[config.mk]
export PLATFORM = sky130hd
export DESIGN_NAME = servo_pwm_decoder
export DESIGN_NICKNAME = d
export VERILOG_FILES = /design/src/rtl/servo_pwm_decoder.sv
export SDC_FILE = /design/constraint.sdc
export NUM_CORES = 1
export LEC_CHECK = 0
export BUFFER_PORTS_ARGS = -buffer_cell sky130_fd_sc_hd__clkbuf_2
export CAP_MARGIN = 10
export CORE_MARGIN = 2
export CORE_UTILIZATION = 55
export DETAILED_ROUTE_END_ITERATION = 8
export MAX_ROUTING_LAYER = met4
export PLACE_DENSITY = 0.82
export SLEW_MARGIN = 40
export SYNTH_ARGS = -nofsm -noshare
export SYNTH_HDL_FRONTEND = slang
export SYNTH_SLANG_ARGS = --single-unit
[constraint.sdc]
create_clock -name CLK -period 5.55 [get_ports CLK]
set_input_delay 0.2775 -clock CLK [delete_from_list [all_inputs] [get_ports CLK]]
set_output_delay 0.2775 -clock CLK [all_outputs]
set_load 0.05 [all_outputs]
[src/rtl/servo_pwm_decoder.sv]
// Servo PWM receiver: measures high time and rise-to-rise period of a
// 50 Hz servo line, scales the high time to an 8-bit position code and
// flags out-of-range pulses and missing-signal timeouts.
//
// Ports:
//   CLK         system clock (pll_clk)
//   RST         synchronous reset, active-high
//   SERVO_IN    asynchronous PWM line
//   PULSE_WIDTH last measured high time in cycles
//   PERIOD      last rise-to-rise interval in cycles
//   POSITION    scaled position code
//   VALID       one-cycle strobe when PULSE_WIDTH/POSITION/RANGE_ERR update
//   RANGE_ERR   last pulse outside [MIN_PULSE, MAX_PULSE]
//   TIMEOUT     sticky: no rise within PERIOD_TIMEOUT cycles
module servo_pwm_decoder #(
  parameter int unsigned MIN_PULSE      = 100000,
  parameter int unsigned MAX_PULSE      = 200000,
  parameter int unsigned PERIOD_TIMEOUT = 2500000,
  parameter int unsigned CNT_W          = 22,
  parameter int unsigned POS_SHIFT      = 9
) (
  input  logic             CLK,
  input  logic             RST,
  input  logic             SERVO_IN,
  output logic [CNT_W-1:0] PULSE_WIDTH,
  output logic [CNT_W-1:0] PERIOD,
  output logic [7:0]       POSITION,
  output logic             VALID,
  output logic             RANGE_ERR,
  output logic             TIMEOUT
);

  localparam logic [CNT_W-1:0] MIN_W = CNT_W'(MIN_PULSE);
  localparam logic [CNT_W-1:0] MAX_W = CNT_W'(MAX_PULSE);
  localparam logic [CNT_W-1:0] TO_W  = CNT_W'(PERIOD_TIMEOUT);
  localparam logic [CNT_W-1:0] SAT_W = CNT_W'(255);

  typedef enum logic [1:0] {
    WAIT_LOW,
    WAIT_RISE,
    HIGH
  } state_t;

  state_t           state;
  logic             s1, s2, s3;
  logic [1:0]       rdy;
  logic [CNT_W-1:0] per_cnt;
  logic [CNT_W-1:0] hi_cnt;
  logic             prev_rise;

  // measurement pipeline: fall -> scale -> publish
  logic             v0, v1;
  logic [CNT_W-1:0] w0, w1;
  logic [7:0]       pos1;
  logic             err1;

  logic             rise, fall;
  logic             below;
  logic [CNT_W-1:0] shifted;
  logic [7:0]       pos_c;
  logic             err_c;

  assign rise = s2 & ~s3;
  assign fall = ~s2 & s3;

  always_comb begin
    below   = w0 < MIN_W;
    shifted = (w0 - MIN_W) >> POS_SHIFT;
    pos_c   = 8'd0;
    if (!below)
      pos_c = (shifted > SAT_W) ? 8'hff : shifted[7:0];
    err_c   = below | (w0 > MAX_W);
  end

  always_ff @(posedge CLK) begin
    if (RST) begin
      state       <= WAIT_LOW;
      s1          <= 1'b0;
      s2          <= 1'b0;
      s3          <= 1'b0;
      rdy         <= 2'b00;
      per_cnt     <= '0;
      hi_cnt      <= '0;
      prev_rise   <= 1'b0;
      v0          <= 1'b0;
      v1          <= 1'b0;
      w0          <= '0;
      w1          <= '0;
      pos1        <= 8'd0;
      err1        <= 1'b0;
      PULSE_WIDTH <= '0;
      PERIOD      <= '0;
      POSITION    <= 8'd0;
      VALID       <= 1'b0;
      RANGE_ERR   <= 1'b0;
      TIMEOUT     <= 1'b0;
    end else begin
      s1    <= SERVO_IN;
      s2    <= s1;
      s3    <= s2;
      rdy   <= {rdy[0], 1'b1};
      v0    <= 1'b0;
      v1    <= v0;
      VALID <= v1;

      if (v0) begin
        w1   <= w0;
        pos1 <= pos_c;
        err1 <= err_c;
      end
      if (v1) begin
        PULSE_WIDTH <= w1;
        POSITION    <= pos1;
        RANGE_ERR   <= err1;
      end

      unique case (state)
        // rdy keeps the cleared synchronizer from faking a low
        // right after reset while the pin is still high
        WAIT_LOW: begin
          per_cnt <= '0;
          if (rdy[1] && !s2)
            state <= WAIT_RISE;
        end
        WAIT_RISE, HIGH: begin
          if (per_cnt >= TO_W) begin
            TIMEOUT   <= 1'b1;
            prev_rise <= 1'b0;
            per_cnt   <= '0;
            state     <= WAIT_LOW;
          end else if (state == WAIT_RISE) begin
            if (rise) begin
              state     <= HIGH;
              hi_cnt    <= CNT_W'(1);
              per_cnt   <= CNT_W'(1);
              prev_rise <= 1'b1;
              TIMEOUT   <= 1'b0;
              if (prev_rise)
                PERIOD <= per_cnt;
            end else begin
              per_cnt <= per_cnt + 1'b1;
            end
          end else begin
            per_cnt <= per_cnt + 1'b1;
            if (fall) begin
              state <= WAIT_RISE;
              w0    <= hi_cnt;
              v0    <= 1'b1;
            end else if (s2) begin
              hi_cnt <= hi_cnt + 1'b1;
            end
          end
        end
        default: state <= WAIT_LOW;
      endcase
    end
  end

endmodule

==> results.ini, run 1 <==
[status]
outcome=finished, final reports clean

[timing]
fmax_mhz=328
finalSetupViolations=0
slew_violations=0
rsz0062_at_grt=false
tightest_slew_ns=0.796
finClkSkew_ns=0.00784
report.final.hold_viol_count=0
slew_headroom=0.469
setup_tns_ns=0
worst_hold_slack_ns=0.0600
period_share=0.550
min_period_ns=3.05

[finish]
drive_above_1_share=0.133
n_fill_cell=1061
n_antenna_cell=0
final_nets=861
area_delta_synth_final_pct=13.1

[global_routing]
grt.total_usage=0.241
grt_max_degree=85
grt_antenna_before_repair=0
grt_pass1_wl_um=27300
grt_pass1_vias=5920
grt-ovfl-total=0

[power]
p_per_area_mw_per_mm2=311
ir_drop_v=0.000172
p_leak_nw=2.75

[floorplan]
pin_count=58
rows=41
die_area_mm2=0.0139
die-height_um=118
die_x_um=118
core_area_mm2=0.0126
start_util=0.565

[synthesis]
syn_inst=819
ys_ff_latch=162
synth_edf_count=0
yosysMostFrequentCell=dfxtp_1
async_flop_share=0
netlist_top_cells_area=dfxtp_1, mux2i_1, nand2_1
synth_ff_type=dfxtp_1
ys_seq_area_frac=0.455
synth_top_area_share=0.455
syn-cell-area_mm2=0.00713
syn-num-nets=830
synth.top_cells.by_count=dfxtp_1, nand2_1, nor2_1
yosys_warnings=0
syn_avg_cell_area_um2=8.71
synth_top_cell_by_area=dfxtp_1
synth_cell_type_count=61

[run]
drv_cap=0

[route]
wl_per_cell_um=15.3
viasPerCell=5.90
drtIter0Drc=661
drt_wl_total_um=15800
drcViolationCount=0
vias=6104
drtPass1Iterations=5
ant_nets=0

[setup_path]
end_kind=register
max_stage_delay_ns=0.48
critPathMaxFanout=19
crit_family=simple AND/OR/NAND/NOR gates
cp_cell_sequence=inv_1 > ha_1 > and3b_1 > nor4b_4 > buf_4 > nand3_1 > or3_1 > a31oi_1
timing_worst_setup_path_type=reg -> reg
slowest_stage=or3_1
path_buf_inv=2
worst_ep_arrival_time_ns=3.39
start_kind=register
required_ns=5.89

[clocking]
clock_tree.buffer_depth=2
path_clk_slew_ns=0.06
clock-sinks=162
post_cts_buffers=0
htree_num_levels=4
cts_buffers=17
cts_root_buffer=clkbuf_16
cts_resized=0
cts_hold_buf=0
cts_tree=built
worstSkewPairLatency_ns=0.42

[hold_path]
hold_path_class=in -> reg

[place]
port_buffers=57
dp_hpwl_um=10200
gp_congestion=0.910

==> cell families (layout without fill, tap and decap cells) <==
family                     count (synthesis)  count (layout)  synth area share
AOI/OAI and AO/OA                        145             145             0.132
xor gates and xnor gates                   9               9            0.0111
adders and majority gates                  8               8            0.0140
buffers and inverters                     71             114            0.0402
DFF                                      162             162             0.455
muxes                                     85              85             0.119
and+or+nand+nor                          339             339             0.229
==> worst paths after layout <==
kind	depth (start not counted)	slack (ns)	to	startpoint
setup / recovery	8	2.50	per_cnt[16]	state[1]
hold / removal	2	0.06	s1	SERVO_IN
setup reg to reg	8	2.50	per_cnt[16]	state[1]
hold reg to reg	1	0.44	s2	s1
==> state kept, by name, indices dropped and copies added, names as in the netlist, 2 cells and up <==
| register | cells |
|---|---|
| PERIOD | 22 |
| POSITION | 8 |
| PULSE_WIDTH | 22 |
| hi_cnt | 22 |
| per_cnt | 22 |
| pos1 | 8 |
| rdy | 2 |
| state | 2 |
| w0 | 22 |
| w1 | 22 |
==> cell usage in the layout (no fill, tap or decap), types with 6 or more instances in the layout <==
cell / instances
and3_1: 9
nand4_1: 28
dfxtp_1: 161
clkbuf_16: 17
o21ai_1: 13
a31oi_1: 26
xnor2_1: 6
mux2i_1: 85
nor2_1: 89
clkbuf_2: 57
o31a_1: 6
nor2b_1: 9
ha_1: 8
or4_1: 11
nor3_1: 9
a211oi_1: 6
inv_1: 17
buf_4: 6
o21ai_0: 26
o22ai_1: 11
nand2_1: 115
or3_1: 12
a21oi_1: 26
nand3_1: 28
==> per-stage QoR <==
step | util | worst slack (ns) | power, mW | instances | area, µm²
finish | 0.639 | 2.50 | 2.51 | 1034 | 8060
global placement | 0.591 | 2.43 | 1.39 | 1002 | 7460
floorplan | - | 3.35 | 1.36 | 819 | 7130
global route | 0.639 | 2.27 | 2.59 | 1034 | 8060
detailed placement | 0.593 | 2.33 | 1.39 | 1002 | 7480
CTS | 0.638 | 2.26 | 2.52 | 1033 | 8050
==> per-layer routing <==
layer	vias up	GRT usage	wire [µm]
met1	2892	0.292	7220
met3	27	0.0547	784
met4	0	0.0956	248
li1	2987	-	-
met5	-	-	0
met2	198	0.390	7560
==> where the power goes <==
group,internal (mW),switching (mW)
Clock,0.671,0.466
Sequential,1.17,0.0140
Combinational,0.0618,0.123
==> area by class of cell <==
type	count	area (µm²)	area share
Timing Repair Buffer	64	342	0.0424
Clock inverter	13	136	0.0169
Clock buffer	18	439	0.0545
Multi-Input combinational cell	586	3610	0.448
Tap cell	172	215	0.0267
Sequential cell	162	3250	0.403
Inverter	19	71.3	0.00884
(Power assumes the default switching activity.)
==> inputs of run 2 (changes only) <==
--- a/config.mk
+++ b/config.mk
@@ -8,10 +8,10 @@
 export BUFFER_PORTS_ARGS = -buffer_cell sky130_fd_sc_hd__clkbuf_2
 export CAP_MARGIN = 10
 export CORE_MARGIN = 2
-export CORE_UTILIZATION = 55
+export CORE_UTILIZATION = 54
 export DETAILED_ROUTE_END_ITERATION = 8
 export MAX_ROUTING_LAYER = met4
-export PLACE_DENSITY = 0.82
+export PLACE_DENSITY = 0.84
 export SLEW_MARGIN = 40
 export SYNTH_ARGS = -nofsm -noshare
 export SYNTH_HDL_FRONTEND = slang
==> constraint.sdc (replaced) <==
create_clock -name CLK -period 2.6 [get_ports CLK]
set_input_delay 0.13 -clock CLK [delete_from_list [all_inputs] [get_ports CLK]]
set_output_delay 0.13 -clock CLK [all_outputs]
set_load 0.05 [all_outputs]
==> results.ini, run 2 (synthesis results as in run 1) <==
[floorplan]
rows=41  ; unchanged
start_util=0.558  ; -0.00681
die-height_um=119  ; +0.89%
core_area_mm2=0.0128  ; +1.2%
die_x_um=119  ; +0.89%
die_area_mm2=0.0141  ; +1.8%
pin_count=58  ; unchanged

[power]
p_per_area_mw_per_mm2=678  ; +120%
p_leak_nw=2.84  ; +3.5%
ir_drop_v=0.000488  ; +180%

[finish]
n_antenna_cell=0  ; unchanged
final_nets=874  ; +1.5%
final_cell_mix=dfxtp_1, nand2_1, nor2_1
n_fill_cell=1006  ; -5.2%
final_common_cell=dfxtp_1
drive_above_1_share=0.145  ; +0.0116
area_delta_synth_final_pct=15.4

[clocking]
cts_root_buffer=clkbuf_16
worstSkewPairLatency_ns=0.43  ; about the same
post_cts_buffers=0  ; unchanged
path_clk_slew_ns=0.06  ; about the same
cts_buffers=17  ; unchanged
cts_tree=built
clock_tree.buffer_depth=2  ; unchanged
clock-sinks=162  ; unchanged
htree_num_levels=4  ; unchanged

[timing]
slew_headroom=0.536  ; +0.0669
report.final.hold_viol_count=0  ; unchanged
finalSetupViolations=0  ; unchanged
min_period_ns=2.32  ; -0.731 ns
finClkSkew_ns=0.00824  ; +0.000403 ns
tightest_slew_ns=0.694  ; -0.102 ns
period_share=0.893  ; +0.343
slew_violations=0  ; unchanged
rsz0062_at_grt=false
setup_tns_ns=0  ; unchanged
fmax_mhz=431  ; +32%
layout_setup_ws_ns=0.279  ; -2.22 ns

[setup_path]
cp.depth=7  ; -1
required_ns=2.95  ; -2.94 ns
slowest_stage=or3_1
start_kind=register
regToRegSetupSlack_ns=0.28  ; -2.22 ns
timing_worst_setup_path_type=reg -> reg
r2r-start=state[0]
critPathMaxFanout=11  ; -8
max_stage_delay_ns=0.48  ; about the same
crit_start=state[0]
endpoint=per_cnt[12]
reg2reg_depth=7  ; -1
r2r_end=per_cnt[12]
path_buf_inv=2  ; unchanged
crit_family=simple AND/OR/NAND/NOR gates
end_kind=register
worst_ep_arrival_time_ns=2.67  ; -0.72 ns
cp_cell_sequence=inv_1 > ha_1 > buf_4 > nor4b_4 > nand3_1 > or3_1 > a31oi_1

[global_routing]
grt_antenna_before_repair=0  ; unchanged
grt.total_usage=0.241  ; about the same
grt_pass1_vias=5766  ; -2.6%
grt_pass1_wl_um=27400  ; +0.15%
grt_max_degree=81  ; -4.7%
grt-ovfl-total=0  ; unchanged

[place]
port_buffers=57  ; unchanged
gp_congestion=0.914  ; +0.52%
dpl_worst_slack_ns=0.308  ; -2.02 ns
dp_hpwl_um=10600  ; +4.2%

[route]
drtPass1Iterations=5  ; unchanged
vias=6159  ; +0.90%
wl_per_cell_um=15.5  ; +1.2%
drcViolationCount=0  ; unchanged
drtIter0Drc=656  ; -0.76%
viasPerCell=5.88  ; -0.45%
drt_wl_total_um=16200  ; +2.6%
ant_nets=0  ; unchanged

[hold_path]
hold_path_class=in -> reg

[status]
outcome=finished, final reports clean

[run]
drv_cap=0  ; unchanged

[run 2: cell types whose count changed in the layout (fill, tap and decap cells not counted), moves of 2 or more]
cell | previous run | this run
clkinv_4 | 1 | 3
clkinvlp_4 | 4 | 2
clkinv_2 | 4 | 1
buf_4 | 6 | 17
[run 2: worst register-to-register path, stage by stage (launching register included)]
cell,delay [ns]
dfxtp_1,0.41
inv_1,0.11
ha_1,0.31
buf_4,0.16
nor4b_4,0.23
nand3_1,0.39
or3_1,0.48
a31oi_1,0.18
[run 2: repair_timing]
item | CTS | global route
endpoints found under the setup margin | 0 | 1
gates resized for setup | 0 | 1
endpoints found under the hold margin | 1 | 0
hold buffers | 1 | 0
[run 2: power by group]
part | total [mW] | internal [mW] | switching [mW]
Clock | 2.62 | 1.58 | 1.05
Combinational | 0.423 | 0.152 | 0.271
Sequential | 2.53 | 2.50 | 0.0288
Total | 5.58 | 4.23 | 1.35
[run 2: area by class of cell]
cell class                      instances  area, µm²  area share
Multi-Input combinational cell        586       3610       0.439
Sequential cell                       162       3250       0.395
Timing Repair Buffer                   77        454      0.0552
Clock buffer                           19        453      0.0551
Tap cell                              172        215      0.0262
Clock inverter                         13        171      0.0208
Inverter                               19       71.3     0.00867
[run 2: worst min path at each step]
stage              from         to  slack [ns]  cells past startpoint
2_1_floorplan  SERVO_IN         s1        0.26                      1
3_3_place_gp   SERVO_IN         s1        0.35                      2
3_5_place_dp   SERVO_IN         s1        0.36                      2
4_1_cts             RST  prev_rise        0.01                      2
5_1_grt             RST  prev_rise        0.04                      2
6_report            RST  prev_rise        0.03                      2
[run 2: per-stage QoR]
step                cells  utilization  total power [mW]  instance area, µm²  hold slack [ns]
floorplan             819            -              2.89                7130            0.258
global placement     1015        0.593              2.99                7570            0.345
detailed placement   1015        0.593              2.99                7580            0.355
CTS                  1048        0.643              5.59                8220          0.00987
global route         1048        0.644              5.75                8230           0.0445
finish               1048        0.644              5.58                8230           0.0260
[run 2: metal layers]
layer / global-route usage / wire length, µm / up-vias
li1: - / - / 3024
met1: 0.301 / 7290 / 2878
met2: 0.381 / 7650 / 220
met3: 0.0565 / 970 / 37
met4: 0.0893 / 310 / 0
met5: - / 0 / -
